<file path="src/rtl/csr_cmd_sequencer.sv">
// ---------------------------------------------------------------------------
// csr_cmd_sequencer
//   Byte-stream CSR command engine. The command byte is {we, rep[1:0], tgt,
//   addr_high[3:0]}. It is followed by ADDR_LO_BYTES address bytes (MSB
//   first). The engine then runs nrep bus transfers to the CSR space (tgt=0)
//   or to the NKMD PROM (tgt=1). Read data is returned on the output byte
//   stream.
//   rep=00 with addr_high!=F is a NOP. rep=00 with addr_high==F is a special
//   command, and the byte after it is its argument.
//
// Parameters
//   ADDR_LO_BYTES  number of low address bytes; ADDR_W = 4 + 8*ADDR_LO_BYTES
//   REP_SHIFT      nrep = 1 << (REP_SHIFT*(rep-1)) for rep = 1..3
//
// Configuration macro
//   CSR_SEQ_AUTOINC_EN  when defined, bus_addr increments after every acked
//                       transfer and wraps modulo 2^ADDR_W. When undefined,
//                       the address stays fixed for the whole burst.
//
// Ports
//   clk, rst                        clock, asynchronous active-high reset
//   in_valid/in_ready/in_data       command, address and write-data bytes in
//   bus_req/bus_we/bus_tgt          transfer request and its attributes
//   bus_addr/bus_wdata              transfer address and write data
//   bus_ack/bus_rdata               completion strobe and read data
//   out_valid/out_ready/out_data    read-data bytes out
//   special_valid/special_arg       special-command pulse and its argument
//   busy                            engine not idle
// ---------------------------------------------------------------------------
module csr_cmd_sequencer #(
    parameter  int unsigned ADDR_LO_BYTES = 1,
    parameter  int unsigned REP_SHIFT     = 2,
    localparam int unsigned ADDR_W        = 4 + 8 * ADDR_LO_BYTES
) (
    input  logic              clk,
    input  logic              rst,
    input  logic              in_valid,
    output logic              in_ready,
    input  logic [7:0]        in_data,
    output logic              bus_req,
    output logic              bus_we,
    output logic              bus_tgt,
    output logic [ADDR_W-1:0] bus_addr,
    output logic [7:0]        bus_wdata,
    input  logic              bus_ack,
    input  logic [7:0]        bus_rdata,
    output logic              out_valid,
    input  logic              out_ready,
    output logic [7:0]        out_data,
    output logic              special_valid,
    output logic [7:0]        special_arg,
    output logic              busy
);

    localparam int unsigned LO_W  = 8 * ADDR_LO_BYTES;
    localparam int unsigned CNT_W = 2 * REP_SHIFT + 1;
    localparam int unsigned BC_W  = (ADDR_LO_BYTES > 1) ? $clog2(ADDR_LO_BYTES) : 1;

    localparam logic [2:0] S_IDLE     = 3'd0;
    localparam logic [2:0] S_ADDR     = 3'd1;
    localparam logic [2:0] S_SPEC_ARG = 3'd2;
    localparam logic [2:0] S_WDATA    = 3'd3;
    localparam logic [2:0] S_WREQ     = 3'd4;
    localparam logic [2:0] S_RREQ     = 3'd5;
    localparam logic [2:0] S_ROUT     = 3'd6;

    logic [2:0]        state_q,       state_d;
    logic              in_ready_q,    in_ready_d;
    logic              we_q,          we_d;
    logic              tgt_q,         tgt_d;
    logic [ADDR_W-1:0] addr_q,        addr_d;
    logic [7:0]        wdata_q,       wdata_d;
    logic [7:0]        rdata_q,       rdata_d;
    logic [CNT_W-1:0]  remaining_q,   remaining_d;
    logic [BC_W-1:0]   byte_cnt_q,    byte_cnt_d;
    logic [7:0]        special_arg_q, special_arg_d;
    logic              special_valid_q, special_valid_d;

    logic              accept;
    logic [CNT_W-1:0]  nrep;
    logic [LO_W+7:0]   lo_shift;
    logic [ADDR_W-1:0] addr_next;

    always_comb begin
        accept = in_valid & in_ready_q;

        unique case (in_data[6:5])
            2'd1:    nrep = CNT_W'(1);
            2'd2:    nrep = CNT_W'(1) << REP_SHIFT;
            2'd3:    nrep = CNT_W'(1) << (2 * REP_SHIFT);
            default: nrep = '0;
        endcase

        // Low address bytes arrive MSB first, so each byte shifts in at the bottom.
        lo_shift = {addr_q[LO_W-1:0], in_data};

`ifdef CSR_SEQ_AUTOINC_EN
        addr_next = addr_q + ADDR_W'(1);
`else
        addr_next = addr_q;
`endif

        state_d         = state_q;
        we_d            = we_q;
        tgt_d           = tgt_q;
        addr_d          = addr_q;
        wdata_d         = wdata_q;
        rdata_d         = rdata_q;
        remaining_d     = remaining_q;
        byte_cnt_d      = byte_cnt_q;
        special_arg_d   = special_arg_q;
        special_valid_d = 1'b0;

        case (state_q)
            S_IDLE: begin
                if (accept) begin
                    if (in_data[6:5] == 2'b00) begin
                        if (in_data[3:0] == 4'hF) begin
                            state_d = S_SPEC_ARG;
                        end
                    end else begin
                        we_d                      = in_data[7];
                        tgt_d                     = in_data[4];
                        addr_d                    = '0;
                        addr_d[ADDR_W-1 -: 4]     = in_data[3:0];
                        remaining_d               = nrep;
                        byte_cnt_d                = '0;
                        state_d                   = S_ADDR;
                    end
                end
            end
            S_SPEC_ARG: begin
                if (accept) begin
                    special_arg_d   = in_data;
                    special_valid_d = 1'b1;
                    state_d         = S_IDLE;
                end
            end
            S_ADDR: begin
                if (accept) begin
                    addr_d[LO_W-1:0] = lo_shift[LO_W-1:0];
                    if (byte_cnt_q == BC_W'(ADDR_LO_BYTES - 1)) begin
                        state_d = we_q ? S_WDATA : S_RREQ;
                    end else begin
                        byte_cnt_d = byte_cnt_q + BC_W'(1);
                    end
                end
            end
            S_WDATA: begin
                if (accept) begin
                    wdata_d = in_data;
                    state_d = S_WREQ;
                end
            end
            S_WREQ: begin
                if (bus_ack) begin
                    remaining_d = remaining_q - CNT_W'(1);
                    addr_d      = addr_next;
                    state_d     = (remaining_q > CNT_W'(1)) ? S_WDATA : S_IDLE;
                end
            end
            S_RREQ: begin
                if (bus_ack) begin
                    remaining_d = remaining_q - CNT_W'(1);
                    addr_d      = addr_next;
                    rdata_d     = bus_rdata;
                    state_d     = S_ROUT;
                end
            end
            S_ROUT: begin
                // remaining was already decremented on the ack, so any
                // nonzero value means more reads are outstanding.
                if (out_ready) begin
                    state_d = (remaining_q != '0) ? S_RREQ : S_IDLE;
                end
            end
            default: state_d = S_IDLE;
        endcase

        // in_ready is registered from the next state, so it stays low in reset
        // and has no combinational path from in_valid.
        in_ready_d = (state_d == S_IDLE) || (state_d == S_ADDR) ||
                     (state_d == S_SPEC_ARG) || (state_d == S_WDATA);
    end

    always_ff @(posedge clk or posedge rst) begin
        if (rst) begin
            state_q         <= S_IDLE;
            in_ready_q      <= 1'b0;
            we_q            <= 1'b0;
            tgt_q           <= 1'b0;
            addr_q          <= '0;
            wdata_q         <= '0;
            rdata_q         <= '0;
            remaining_q     <= '0;
            byte_cnt_q      <= '0;
            special_arg_q   <= '0;
            special_valid_q <= 1'b0;
        end else begin
            state_q         <= state_d;
            in_ready_q      <= in_ready_d;
            we_q            <= we_d;
            tgt_q           <= tgt_d;
            addr_q          <= addr_d;
            wdata_q         <= wdata_d;
            rdata_q         <= rdata_d;
            remaining_q     <= remaining_d;
            byte_cnt_q      <= byte_cnt_d;
            special_arg_q   <= special_arg_d;
            special_valid_q <= special_valid_d;
        end
    end

    assign in_ready      = in_ready_q;
    assign bus_req       = (state_q == S_WREQ) || (state_q == S_RREQ);
    assign bus_we        = we_q;
    assign bus_tgt       = tgt_q;
    assign bus_addr      = addr_q;
    assign bus_wdata     = wdata_q;
    assign out_valid     = (state_q == S_ROUT);
    assign out_data      = rdata_q;
    assign special_valid = special_valid_q;
    assign special_arg   = special_arg_q;
    assign busy          = (state_q != S_IDLE);

endmodule

</file>
<file path="config.mk">
export PLATFORM = sky130hd
export DESIGN_NAME = csr_cmd_sequencer
export DESIGN_NICKNAME = d
export VERILOG_FILES = /design/src/rtl/csr_cmd_sequencer.sv
export SDC_FILE = /design/constraint.sdc
export NUM_CORES = 1
export LEC_CHECK = 0
export CAP_MARGIN = 20
export CORE_ASPECT_RATIO = 1.4
export CORE_MARGIN = 3
export CORE_UTILIZATION = 50
export DETAILED_ROUTE_END_ITERATION = 8
export GPL_ROUTABILITY_DRIVEN = 0
export PLACE_DENSITY = 0.84
export SETUP_SLACK_MARGIN = 0.4
export SKIP_LAST_GASP = 1
export SLEW_MARGIN = 15
export SYNTH_ARGS = -nofsm -noshare
export SYNTH_HDL_FRONTEND = slang
export SYNTH_SLANG_ARGS = --single-unit
export TNS_END_PERCENT = 100
</file>
<file path="constraint.sdc">
create_clock -name clk -period 3.05 [get_ports clk]
set_input_delay 0.915 -clock clk [delete_from_list [all_inputs] [get_ports clk]]
set_output_delay 0.915 -clock clk [all_outputs]
set_load 0.02 [all_outputs]
</file>
* Word-level counts from Yosys, hierarchy flattened *
Cells that the tools add are included.

storage, ports and cells
  register bits after elaboration = 49
  output and inout bits = 43
  word-level logic and storage cells = 82

cells by class
  add/sub/neg operators = 2
  magnitude comparators = 1
  eq/ne operators = 17
  multiplexer cells = 30
  bitwise operators = 2
  reductions and logical operators = 18

operators by type and width
  operator                                                                number
  3-bit 2-to-1 mux                                                        12
  8-bit 2-to-1 mux                                                        3
  3-bit one-hot mux with 7 select lines                                   1
  8-bit one-hot mux with 2 select lines                                   1
  5-bit 2-to-1 mux                                                        3
  5-bit one-hot mux with 3 select lines                                   1
  3-bit by 2-bit equality test with 1-bit output (second input constant)  4
  5-bit one-hot mux with 2 select lines                                   1
  3-bit equality test (second input constant)                             3
  4-bit AND reduction                                                     2
  3-bit by 1-bit equality test with 1-bit output (second input constant)  2
  3-bit zero test                                                         2
  1-bit 2-to-1 mux                                                        6
  2-bit != test (second input constant)                                   3
  2-bit AND reduction                                                     3
  5-bit by 1-bit > comparator with 1-bit output (second input constant)   1
  5-bit nonzero test                                                      1
  5-bit by 1-bit subtractor with 5-bit output (second input constant)     1
  2-bit equality test (second input constant)                             2
  4-bit equality test (second input constant)                             1
  1-bit logical OR                                                        4
  2-bit nonzero test                                                      2
  3-bit AND reduction                                                     1
  3-bit nonzero test                                                      1
  9 further kinds                                                         9

* Logic depth before layout (Yosys ltp) *
Gate-level depths: netlist of the first run.

  word-level depth = 9
  depth in mapped cells = 5

* Worst setup path before layout of the first run *
No wires, ideal clock.

  path type = in2reg
  start = input port in_valid
  end = register remaining_q[1]
  library setup time = 0.125 ns
  data arrival time = 1.872 ns
  data required time = 2.925 ns
  setup slack = 1.054 ns
  stages on the path = 4
  path buffers = 1
  path through = nand4bb_1 -> buf_2 -> o31ai_1 -> mux2_2

on the way
  longest elaborated chain between the ends = 3

RTL lines
  what                           RTL line  RTL
  start: declaration             37        input logic in_valid,
  1-bit AND                      85        accept = in_valid & in_ready_q;
  2-bit != test (no line)        n/a
  4-bit AND reduction (no line)  n/a
  end signal: assignment         207       remaining_q <= remaining_d;
  end: declaration               74        logic [CNT_W-1:0] remaining_q, remaining_d;

Every way passes these cells.
A chain may end at the register's enable or synchronous reset.

* Final worst setup path of the first run *
  start = register state_q[0]
  end = output port out_valid

on the way
  longest elaborated chain between the ends = 1

RTL lines
  what                      RTL line  RTL
  start: declaration        67        logic [2:0] state_q, state_d;
  start signal: assignment  200       state_q <= state_d;
  3-bit equality test       220       assign out_valid = (state_q == S_ROUT);
  end: declaration          47        output logic out_valid,

Every way passes these cells.

==> flow_summary.rst, run 1 <==
.. list-table::
   :header-rows: 1

   * - Metric
     - Value
   * - Result of the run
     - complete, no violations
   * - Most area-hungry cell type in the Yosys netlist
     - sky130_fd_sc_hd__dfrtp_1
   * - Hold Path Stages
     - 1
   * - Global-route total usage across every layer
     - 22.6%
   * - Number of instances in the synthesized netlist
     - 158
   * - Core footprint
     - 4020 sq um
   * - Root buf cell
     - sky130_fd_sc_hd__clkbuf_8
   * - Number of H-tree levels
     - 2
   * - Io pins
     - 64
   * - Class of the most critical setup path
     - reg -> out
   * - Endpoint of the worst hold-timing path
     - special_arg[4]
   * - Rel. slew slack
     - roughly 65%
   * - Via count
     - about 1700
   * - Remaining DRCs
     - 0
   * - Startpoint of the worst-slack reg-to-reg timing path
     - state_q[2]
   * - TritonCTS clock tree
     - built
   * - Leading cell types by total area after synthesis
     - sky130_fd_sc_hd__dfrtp_1 56%, sky130_fd_sc_hd__mux2_2 16%, sky130_fd_sc_hd__a22o_1 3.3%
   * - Proportion of power drawn by combinational gates
     - 51.9%
   * - Fraction of the cycle the final worst path needs
     - around 84%
   * - Ratio of total power to cell area
     - 1090 nW/um^2
   * - Part of the total power dissipated in the clock network
     - 12.3%
   * - Setup repair after global routing missed its margin
     - false
   * - Reg power frac
     - 35.8%
   * - Critical Path Start Type
     - flip-flop
   * - Reg2Reg Capture Point
     - remaining_q[1]
   * - Post-Route Skew
     - 0.0115 ns
   * - Detailed Route Iter0 Violations
     - 42
   * - Number of endpoints with negative hold slack in the final report
     - 0
   * - Detailed-route wire length per cell
     - ~19 um
   * - Total Wirelength
     - around 5.3 mm
   * - Horizontal extent of the die
     - 61.4 um
   * - Instance area after placement
     - 2840 sq um
   * - Number of fillers in the final layout
     - 281
   * - Net switching component of the power
     - 1.24 mW
   * - Layout Cell Area excl Fill
     - just under 3000 sq um
   * - Deepest clock path buffer count
     - 2
   * - Most frequent cells after synthesis
     - 48 x sky130_fd_sc_hd__dfrtp_1, 31 x sky130_fd_sc_hd__mux2_2, 10 x sky130_fd_sc_hd__inv_1
   * - Number of unique standard cell types used by synthesis
     - 45
   * - Critical path's slowest cell
     - sky130_fd_sc_hd__clkdlybuf4s50_1
   * - Sequential fraction of the synthesis area
     - 56.0%
   * - Cell family with the largest share of critical-path delay
     - buffers and inverters
   * - Worst min-delay path startpoint
     - special_arg[4]
   * - Top fanout value on the critical path
     - 4
   * - Top-area cell type share of the netlist area
     - 56.0%
   * - Static leakage
     - 1.29 nW
   * - Number of buffers created by CTS
     - 5
   * - Number of cells on the worst reg-to-reg path
     - 4
   * - Clock Latency Late Sink
     - between 0.3 and 0.4 ns
   * - Number of antenna violations at the first check in global routing
     - 0
   * - Residual antenna-violating net count after detailed routing
     - 0
   * - Flip-flop cell with the highest count after synthesis
     - sky130_fd_sc_hd__dfrtp_1
   * - Count of inserted antenna diode cells
     - 0
   * - Top achievable clock speed
     - between 0.3 and 0.4 GHz
   * - Net count after synthesis
     - about 180
   * - Detailed placer's ending HPWL
     - 3.80 mm
   * - Fraction of registers with async set/reset
     - 100%
   * - Via-to-Cell Ratio
     - 6.00
   * - Number of max-cap violations
     - 0
   * - Remaining global-route overflow
     - 0
   * - Cell area after synthesis
     - 2150 sq um
   * - First-pass GRT wire length
     - 8.65 mm
   * - # nets final
     - 255
   * - Number of endpoints failing setup at the final stage
     - 0
   * - Most numerous cell in the Yosys netlist
     - sky130_fd_sc_hd__dfrtp_1
   * - Worst Path Buf+Inv
     - 2
   * - Number of warnings printed during yosys synthesis
     - 0
   * - Kind of path behind the tightest hold check
     - reg -> reg
   * - Number of input and output port buffers inserted
     - 63
   * - Switching Share
     - 38.6%
   * - Clock slew at the register clock pins of the worst setup and hold paths
     - 0.09 ns
   * - Max stage delay on crit path
     - 0.60 ns
   * - Transition at the pin with the smallest max-transition slack
     - 0.518 ns
   * - Chip Height
     - about 84 um
   * - Internal Pwr Total
     - a little under 2 mW
   * - Number of placement rows
     - 27
   * - Worst reg2reg setup slack
     - 0.95 ns
   * - Number of sinks driven by the clock tree
     - 48
   * - Pin count of the biggest net entering global routing
     - 25
   * - Worst endpoint required time
     - 2.13 ns
   * - Setup tns final
     - 0 ns
   * - Number of register bits inferred by synthesis
     - between 40 and 50
   * - Ordered list of cells on the worst path
     - nand3b_1, inv_1, clkdlybuf4s50_1
   * - First-pass iteration count of the detailed router
     - 4
   * - Area growth, synth to finish
     - 38.0%
   * - Die outline area
     - 5120 sq um
   * - Share of layout cells above drive strength 1
     - 25.4%
   * - Number of global-route vias before repair
     - 1772
   * - Final period demand of the worst path
     - between 2 and 3 ns
   * - Avg Cell Area, Syn
     - 13.6 sq um
   * - Starting Density
     - 53.4%
   * - Pins Over Slew Limit
     - 0
   * - Crit path DAT
     - 1.64 ns
   * - Type of element capturing the critical path
     - output pin
   * - Max rail drop VDD
     - ~0.66 mV
   * - EDFF count, synth
     - 0
-- state kept, by name, summed over array words and instances, names as in the netlist --
| signal | flops |
|---|---|
| bus_tgt | 1 |
| bus_addr | 12 |
| remaining_q | 5 |
| in_ready | 1 |
| out_data | 8 |
| special_arg | 8 |
| bus_wdata | 8 |
| bus_we | 1 |
| special_valid | 1 |
| state_q | 3 |
-- placed cells by master, fill, tap and decap left out, drive strengths merged, types with 2 or more instances in the layout --
cell           count
clkdlybuf4s50     61
dfrtp             48
mux2              31
inv               11
a22o               8
buf                8
clkbuf             6
a21oi              4
or3                3
ha                 3
nor3               3
nor2               3
nand2              2
nor4               2
nand3b             2
a211o              2
o211ai             2
a31oi              2
o21ai              2
mux2i              2
o311ai             2
clkinv             2
dlygate4sd2        2
nand4b             2
-- stage by stage --
stage	std cells	total power, mW	worst slack, ns	hold WS, ns	util [%]
2_1_floorplan	158	2.07	0.991	0.520	-
3_3_place_gp	264	2.74	0.308	0.488	70.7
3_5_place_dp	264	2.81	0.190	0.491	70.7
4_1_cts	274	3.23	0.458	0.514	73.4
5_1_grt	275	3.41	0.422	0.520	73.6
6_report	275	3.22	0.491	0.508	73.6
-- repair_timing --
| item | CTS | global route |
|---|---|---|
| setup buffers | 2 | 1 |
| gates resized for setup | 5 | 1 |
| endpoints found under the setup margin | 3 | 2 |
| hold buffers | 0 | 0 |
| pin swaps | 0 | 1 |
| gates cloned | 0 | 0 |
-- cell families (layout without fill, tap and decap cells) --
kind of cell,Yosys count,after routing,share of synthesized area (%)
compound gates,32,32,11.7
fa+ha+maj,3,3,1.75
buf+inv,16,90,3.15
flops,48,48,56.0
mux,33,33,17.2
simple gates,26,26,10.2
-- routing by layer --
metal / wire length (um) / global-route usage [%] / part of all wire (%) / vias to the layer above
met5: 0 / 0 / 0 / -
met2: 2660 / 36.8 / 51 / 88
met4: 121 / 8.30 / 2.3 / 0
met3: 421 / 6.66 / 8.0 / 13
li1: - / - / - / 743
met1: 2050 / 27.5 / 39 / 807
-- area by class of cell --
cell class | count | area [sq um] | area share, %
multi-input cells | 94 | 880 | 29.7
inverters | 11 | 41.3 | 1.39
clock buffers | 6 | 82.6 | 2.79
clock inverters | 2 | 10.0 | 0.338
flip-flops and latches | 48 | 1200 | 40.7
repair buffers | 71 | 688 | 23.2
well taps | 43 | 53.8 | 1.82
-- power groups by stage --
stage          Combinational, mW  Sequential (mW)  Clock, mW
5_1_grt                     1.78             1.20      0.431
3_3_place_gp                1.58             1.16          0
3_5_place_dp                1.63             1.18          0
4_1_cts                     1.68             1.15      0.402
2_1_floorplan              0.635             1.43          0
6_report                    1.67             1.15      0.396
-- worst max path at each step --
stage                     slack (ns)  cells after the start        from        endpoint
after floorplan                 0.99                      1         rst     bus_addr[0]
after global placement          0.31                      4    in_valid  remaining_q[1]
after detailed placement        0.19                      4    in_valid          bus_we
after CTS                       0.46                      3  state_q[2]       out_valid
after global routing            0.42                      4    in_valid  remaining_q[1]
final                           0.49                      3  state_q[0]       out_valid
Power figures use the tool's default switching activity.
==> run 2: changes to the inputs <==
Settings changed: CORE_UTILIZATION 50 to 42, PLACE_DENSITY 0.84 to 0.75.
Clock period 3.05 ns to 2.3 ns, I/O delays scaled along.
==> run 2 against run 1 <==
Via count shrank 1.8%; highest routed layer unchanged; global-route usage shrank 4.3 points; critical path type unchanged; power grew 34%; sequential power grew 28%; clock-buffer cell count shrank 1; non-clock buffer count grew 17.
==> flow_summary.rst, run 2 (synthesis gave the netlist of run 1 again) <==
.. list-table::
   :header-rows: 1

   * - Metric
     - Value
   * - Via count
     - 1622 (was 1651)
   * - Number of global-route vias before repair
     - 1728 (was 1772)
   * - Result of the run
     - complete, no violations (unchanged)
   * - Static leakage
     - 1.51 nW (was 1.29 nW)
   * - Pwr Total
     - 4.31 mW (was 3.22 mW)
   * - Post-Route Skew
     - 0.00610 ns (was 0.0115 ns)
   * - Rel. slew slack
     - 70.3% (was 65.2%)
   * - Worst min-delay path startpoint
     - special_arg[7] (was special_arg[4])
   * - Remaining global-route overflow
     - 0 (unchanged)
   * - Ordered list of cells on the worst path
     - or3_4, buf_6 (was nand3b_1, inv_1, clkdlybuf4s50_1)
   * - TritonCTS clock tree
     - built (unchanged)
   * - Global-route total usage across every layer
     - 18.3% (was 22.6%)
   * - Count of inserted antenna diode cells
     - 0 (unchanged)
   * - Hold Path Stages
     - 1 (unchanged)
   * - Deepest clock path buffer count
     - 2 (unchanged)
   * - Number of max-cap violations
     - 0 (unchanged)
   * - Io pins
     - 64 (unchanged)
   * - Reg2Reg Capture Point
     - bus_tgt (was remaining_q[1])
   * - Most common cell after layout, fill and taps aside
     - sky130_fd_sc_hd__dfrtp_1 (was sky130_fd_sc_hd__clkdlybuf4s50_1)
   * - First-pass GRT wire length
     - 8.56 mm (was 8.65 mm)
   * - Number of input and output port buffers inserted
     - 63 (unchanged)
   * - Class of the most critical setup path
     - reg -> out (unchanged)
   * - Fraction of the cycle the final worst path needs
     - 83.7%
   * - Number of H-tree levels
     - 2 (unchanged)
   * - Detailed Route Iter0 Violations
     - 64 (was 42)
   * - First-pass iteration count of the detailed router
     - 4 (unchanged)
   * - Chip Height
     - 90.6 um (was 83.5 um)
   * - Remaining DRCs
     - 0 (unchanged)
   * - Number of hold buffers added after cts
     - 0 (unchanged)
   * - Number of placement rows
     - 30 (was 27)
   * - Top achievable clock speed
     - 0.520 GHz
   * - Transition at the pin with the smallest max-transition slack
     - 0.443 ns (was 0.518 ns)
   * - Number of antenna violations at the first check in global routing
     - 0 (unchanged)
   * - Final period demand of the worst path
     - 1.92 ns
   * - Flip-flop count of the largest register, all copies and words added
     - 12 (unchanged)
   * - Max stage delay on crit path
     - 0.43 ns (was 0.60 ns)
   * - Most frequent cells in the layout
     - 47 x sky130_fd_sc_hd__dfrtp_1, 41 x sky130_fd_sc_hd__dlygate4sd2_1, 25 x sky130_fd_sc_hd__mux2_2, 19 x sky130_fd_sc_hd__clkdlybuf4s50_1, 19 x sky130_fd_sc_hd__buf_4 (was 61 x sky130_fd_sc_hd__clkdlybuf4s50_1, 45 x sky130_fd_sc_hd__dfrtp_1, 31 x sky130_fd_sc_hd__mux2_2, 9 x sky130_fd_sc_hd__inv_1)
   * - Crit path DAT
     - 1.23 ns (was 1.64 ns)
   * - Setup repair after global routing missed its margin
     - true (was false)
   * - Top fanout value on the critical path
     - 5 (was 4)
   * - Die outline area
     - 6020 sq um (was 5120 sq um)
   * - Pin count of the biggest net entering global routing
     - 49 (was 25)
   * - Max rail drop VDD
     - 0.707 mV (was 0.664 mV)
   * - Total Wirelength
     - 5.15 mm (was 5.25 mm)
   * - Ratio of total power to cell area
     - 1360 nW/um^2 (was 1090 nW/um^2)
   * - Residual antenna-violating net count after detailed routing
     - 0 (unchanged)
   * - Kind of path behind the tightest hold check
     - reg -> reg (unchanged)
   * - # nets final
     - 272 (was 255)
   * - Root buf cell
     - sky130_fd_sc_hd__clkbuf_8 (unchanged)
   * - Worst endpoint required time
     - 1.61 ns (was 2.13 ns)
   * - Core footprint
     - 4880 sq um (was 4020 sq um)
   * - Type of element capturing the critical path
     - output pin (unchanged)
   * - Startpoint of the worst-slack reg-to-reg timing path
     - state_q[2] (unchanged)
   * - Pins Over Slew Limit
     - 0 (unchanged)
   * - Share of layout cells above drive strength 1
     - 31.7% (was 25.4%)
   * - Endpoint of the worst hold-timing path
     - special_arg[7] (was special_arg[4])
   * - Number of cells on the worst reg-to-reg path
     - 7 (was 4)
   * - Critical path's slowest cell
     - sky130_fd_sc_hd__dfrtp_1 (was sky130_fd_sc_hd__clkdlybuf4s50_1)
   * - Clock Latency Late Sink
     - 0.29 ns (was 0.31 ns)
   * - Number of endpoints failing setup at the final stage
     - 0 (unchanged)
   * - Clock slew at the register clock pins of the worst setup and hold paths
     - 0.09 ns (about the same)
   * - Number of sinks driven by the clock tree
     - 48 (unchanged)
   * - Fin util
     - 64.9% (was 73.6%)
   * - Critical Path Start Type
     - flip-flop (unchanged)
   * - Worst reg2reg setup slack
     - 0.43 ns (was 0.95 ns)
   * - Starting Density
     - 44.0% (was 53.4%)
   * - Detailed-route wire length per cell
     - 16.5 um (was 19.1 um)
   * - Horizontal extent of the die
     - 66.4 um (was 61.4 um)
   * - Area growth, synth to finish
     - 47.6% (was 38.0%)
   * - Number of endpoints with negative hold slack in the final report
     - 0 (unchanged)
   * - Detailed placer's ending HPWL
     - 3.61 mm (was 3.80 mm)
   * - Via-to-Cell Ratio
     - 5.18 (was 6.00)
   * - Number of buffers created by CTS
     - 5 (unchanged)
-- run 2: changes by cell type in the layout (fill, tap and decap cells not counted), moves of 2 or more --
cell                              before  now
sky130_fd_sc_hd__dfrtp_1              45   47
sky130_fd_sc_hd__mux2_2               31   25
sky130_fd_sc_hd__mux2_4                0    6
sky130_fd_sc_hd__dlygate4sd2_1         2   41
sky130_fd_sc_hd__buf_6                 0    4
sky130_fd_sc_hd__buf_12                0    4
sky130_fd_sc_hd__dfrtp_2               3    1
sky130_fd_sc_hd__clkdlybuf4s50_1      61   19
sky130_fd_sc_hd__buf_4                 8   19
-- run 2: stage by stage --
step                worst slack [ns]  cell area (sq um)  hold slack [ns]  cells  setup TNS [ns]
global route                   0.323               3170            0.519    313               0
CTS                            0.297               3100            0.510    309               0
detailed placement           -0.0222               3000            0.493    296         -0.0892
finish                         0.376               3170            0.506    313               0
floorplan                      0.466               2150            0.520    158               0
global placement              0.0220               3000            0.485    296               0
-- run 2: report_power, final --
part | switching, mW | internal [mW]
Clock | 0.283 | 0.322
Sequential | 0.231 | 1.24
Combinational | 1.14 | 1.09
-- run 2: repair_timing --
item | in CTS | in global routing
buffers inserted | 5 | 4
gates cloned | 0 | 0
resized for setup | 55 | 14
setup endpoints to repair | 74 | 18
pin swaps | 3 | 3
-- run 2: metal layers --
layer  global-route usage, %  vias to the layer above  part of all wire, %
li1                        -                      766                    -
met3                    5.11                        2                  6.0
met5                       0                        -                    0
met1                    22.7                      805                   42
met2                    30.6                       49                   51
met4                    5.08                        0                 0.70
-- run 2: worst max-delay path by stage --
stage	endpoint	slack, ns	startpoint
floorplan	bus_addr[0]	0.47	rst
global placement	bus_addr[11]	0.02	in_valid
detailed placement	remaining_q[1]	-0.02	in_valid
CTS	out_valid	0.30	state_q[0]
global route	busy	0.32	state_q[1]
finish	busy	0.38	state_q[1]
-- run 2: worst max-delay path: cells and delay by family, from the launching register on --
family / cells / cell delay, ns
simple gates: 1 / 0.38
flops: 1 / 0.43
buf+inv: 1 / 0.14
-- run 2: layout make-up --
class	count	area, sq um
fill	383	1710
multi-input combinational	94	910
clock inverter	3	42.5
inverter	11	41.3
timing repair buffer	88	822
tap	64	80.1
clock buffer	5	68.8
sequential	48	1200
==> run 3: changes to the inputs <==
Settings changed: CORE_UTILIZATION 42 to 47, PLACE_DENSITY 0.75 to 0.8.
Clock period 2.3 ns to 1.89 ns, I/O delays scaled along.
==> run 3 against run 2 <==
Die area fell by 9.8%; critical path depth stayed put; setup slack lost 0.33 ns; final area up 10%; power increased by 41%; routed wire length is 40% higher; core utilization up 16 points; sequential power is 29% higher; non-clock buffer count rose by 25; clock power rose by 26%; critical path type unchanged; highest routed layer unchanged.
==> flow_summary.rst, run 3 (synthesis gave the netlist of run 1 again) <==
.. list-table::
   :header-rows: 1

   * - Metric
     - Value
   * - Via-to-Cell Ratio
     - 5.67 (was 5.18)
   * - Most common cell after layout, fill and taps aside
     - sky130_fd_sc_hd__dfrtp_1 (unchanged)
   * - Top achievable clock speed
     - roughly 0.54 GHz
   * - Horizontal extent of the die
     - 63.1 um (was 66.4 um)
   * - Worst endpoint required time
     - 1.32 ns (was 1.61 ns)
   * - Detailed-route wire length per cell
     - 21.5 um (was 16.5 um)
   * - Launching instance or port of the critical path
     - state_q[1] (unchanged)
   * - Pwr Total
     - 6.08 mW (was 4.31 mW)
   * - Share of layout cells above drive strength 1
     - 57.5% (was 31.7%)
   * - Detailed placer's ending HPWL
     - 4.14 mm (was 3.61 mm)
   * - Clock slew at the register clock pins of the worst setup and hold paths
     - 0.09 ns (about the same)
   * - Starting Density
     - 49.8% (was 44.0%)
   * - Pin count of the biggest net entering global routing
     - 49 (unchanged)
   * - Max rail drop VDD
     - 0.994 mV (was 0.707 mV)
   * - Ratio of total power to cell area
     - 1740 nW/um^2 (was 1360 nW/um^2)
   * - Count of inserted antenna diode cells
     - 0 (unchanged)
   * - Io pins
     - 64 (unchanged)
   * - Residual antenna-violating net count after detailed routing
     - 0 (unchanged)
   * - Startpoint of the worst-slack reg-to-reg timing path
     - state_q[0] (was state_q[2])
   * - Met2 capacity usage during global routing
     - 44.5% (was 30.6%)
   * - Number of max-cap violations
     - 0 (unchanged)
   * - Worst min-delay path startpoint
     - bus_wdata[4] (was special_arg[7])
   * - Number of standard cells in the layout, taps in and fillers out
     - 335 (was 313)
   * - First-pass GRT wire length
     - 10.3 mm (was 8.56 mm)
   * - GR Layer Usage met1
     - 25.5% (was 22.7%)
   * - Fin util
     - 81.1% (was 64.9%)
   * - Core footprint
     - 4310 sq um (was 4880 sq um)
   * - Class of the most critical setup path
     - reg -> out (unchanged)
   * - Number of placement rows
     - 28 (was 30)
   * - Crit path DAT
     - 1.28 ns (was 1.23 ns)
   * - Transition at the pin with the smallest max-transition slack
     - 0.543 ns (was 0.443 ns)
   * - Die outline area
     - 5420 sq um (was 6020 sq um)
   * - Number of H-tree levels
     - 2 (unchanged)
   * - Number of endpoints with negative hold slack in the final report
     - 0 (unchanged)
   * - Remaining global-route overflow
     - 0 (unchanged)
   * - Global-route total usage across every layer
     - 24.9% (was 18.3%)
   * - Clock Latency Late Sink
     - 0.31 ns (was 0.29 ns)
   * - Detailed Route Iter0 Violations
     - 97 (was 64)
   * - Placed cell count
     - 302 (was 296)
   * - Post-Route Skew
     - 0.00862 ns (was 0.00610 ns)
   * - Top fanout value on the critical path
     - 5 (unchanged)
   * - Critical Path Start Type
     - flip-flop (unchanged)
   * - Pins Over Slew Limit
     - 0 (unchanged)
   * - Fraction of the cycle the final worst path needs
     - 97.7%
   * - Met3 global-route usage
     - 7.21% (was 5.11%)
   * - Total Wirelength
     - 7.22 mm (was 5.15 mm)
   * - Number of sinks driven by the clock tree
     - 48 (unchanged)
   * - Kind of path behind the tightest hold check
     - reg -> reg (unchanged)
   * - Setup tns final
     - 0 ns (unchanged)
   * - Deepest clock path buffer count
     - 2 (unchanged)
   * - Setup repair after global routing missed its margin
     - true (unchanged)
   * - Via count
     - 1898 (was 1622)
   * - GR peak layer
     - met2 (unchanged)
   * - Flip-flop count of the largest register, all copies and words added
     - 12 (unchanged)
   * - Number of global-route vias before repair
     - 2067 (was 1728)
   * - Number of buffers created by CTS
     - 5 (unchanged)
   * - Final period demand of the worst path
     - 1.85 ns
   * - First-pass iteration count of the detailed router
     - 4 (unchanged)
   * - Number of endpoints failing setup at the final stage
     - 0 (unchanged)
   * - Rel. slew slack
     - 63.4% (was 70.3%)
   * - Area growth, synth to finish
     - 62.9% (was 47.6%)
   * - Result of the run
     - complete, no violations (unchanged)
   * - Number of antenna violations at the first check in global routing
     - 0 (unchanged)
   * - Number of input and output port buffers inserted
     - 63 (unchanged)
   * - Chip Height
     - 86.0 um (was 90.6 um)
   * - TritonCTS clock tree
     - built (unchanged)
   * - Root buf cell
     - sky130_fd_sc_hd__clkbuf_8 (unchanged)
   * - Static leakage
     - 1.69 nW (was 1.51 nW)
   * - Type of element capturing the critical path
     - output pin (unchanged)
   * - # nets final
     - 298 (was 272)
   * - Instance area after placement
     - 3110 sq um (was 3000 sq um)
   * - Most frequent cells in the layout
     - 44 x sky130_fd_sc_hd__dfrtp_1, 40 x sky130_fd_sc_hd__buf_2, 35 x sky130_fd_sc_hd__buf_4, 23 x sky130_fd_sc_hd__mux2_4, 16 x sky130_fd_sc_hd__clkdlybuf4s50_1 (was 47 x sky130_fd_sc_hd__dfrtp_1, 41 x sky130_fd_sc_hd__dlygate4sd2_1, 25 x sky130_fd_sc_hd__mux2_2, 19 x sky130_fd_sc_hd__clkdlybuf4s50_1, 19 x sky130_fd_sc_hd__buf_4)
   * - Number of hold buffers added after cts
     - 0 (unchanged)
   * - Remaining DRCs
     - 0 (unchanged)
   * - Layout Cell Area excl Fill
     - 3500 sq um (was 3170 sq um)
==> run 3: layout make-up <==
class	instances	area, sq um
Clock inverter	3	46.3
Sequential cell	48	1210
Fill cell	246	813
Tap cell	60	75.1
Multi-Input combinational cell	95	1130
Timing Repair Buffer	113	921
Clock buffer	5	68.8
Inverter	11	50.0
==> run 3: where the power goes <==
group          internal [mW]  switching, mW  total, mW
Combinational           1.70           1.73       3.42
Clock                  0.399          0.365      0.764
Sequential              1.52          0.367       1.89
==> run 3: worst max-delay path, stage by stage, from the launching register on <==
cell and delay [ns]:
sky130_fd_sc_hd__dfrtp_2 0.46, sky130_fd_sc_hd__or3_4 0.38, sky130_fd_sc_hd__buf_6 0.14
==> run 3: repair_timing <==
action,CTS,global route
cloned,1,1
endpoints found under the setup margin,90,52
setup buffers,15,8
resized for setup,209,33
pin swaps,6,15
==> run 3: per-stage QoR <==
step / setup slack (ns) / hold WS (ns)
after floorplan: 0.278 / 0.520
after global placement: -0.300 / 0.485
after detailed placement: -0.361 / 0.493
after CTS: 0.0722 / 0.510
after global routing: 0.00695 / 0.530
final: 0.0429 / 0.515
==> run 3: metal layers <==
metal  part of all wire [%]  routed length [um]
met5                      0                   0
met2                     53                3840
met3                    5.2                 377
met4                    3.9                 282
met1                     38                2720
==> run 3: path summary, 6_finish.rpt <==
kind,end,slack (ns),depth (start not counted)
worst max-delay path,busy,0.04,2
worst min-delay path,bus_wdata[4],0.52,1
worst max register to register,state_q[1],0.14,7
worst min register to register,bus_wdata[4],0.52,1
max in group asynchronous,state_q[2],0.99,3
min in group asynchronous,remaining_q[2],0.65,3
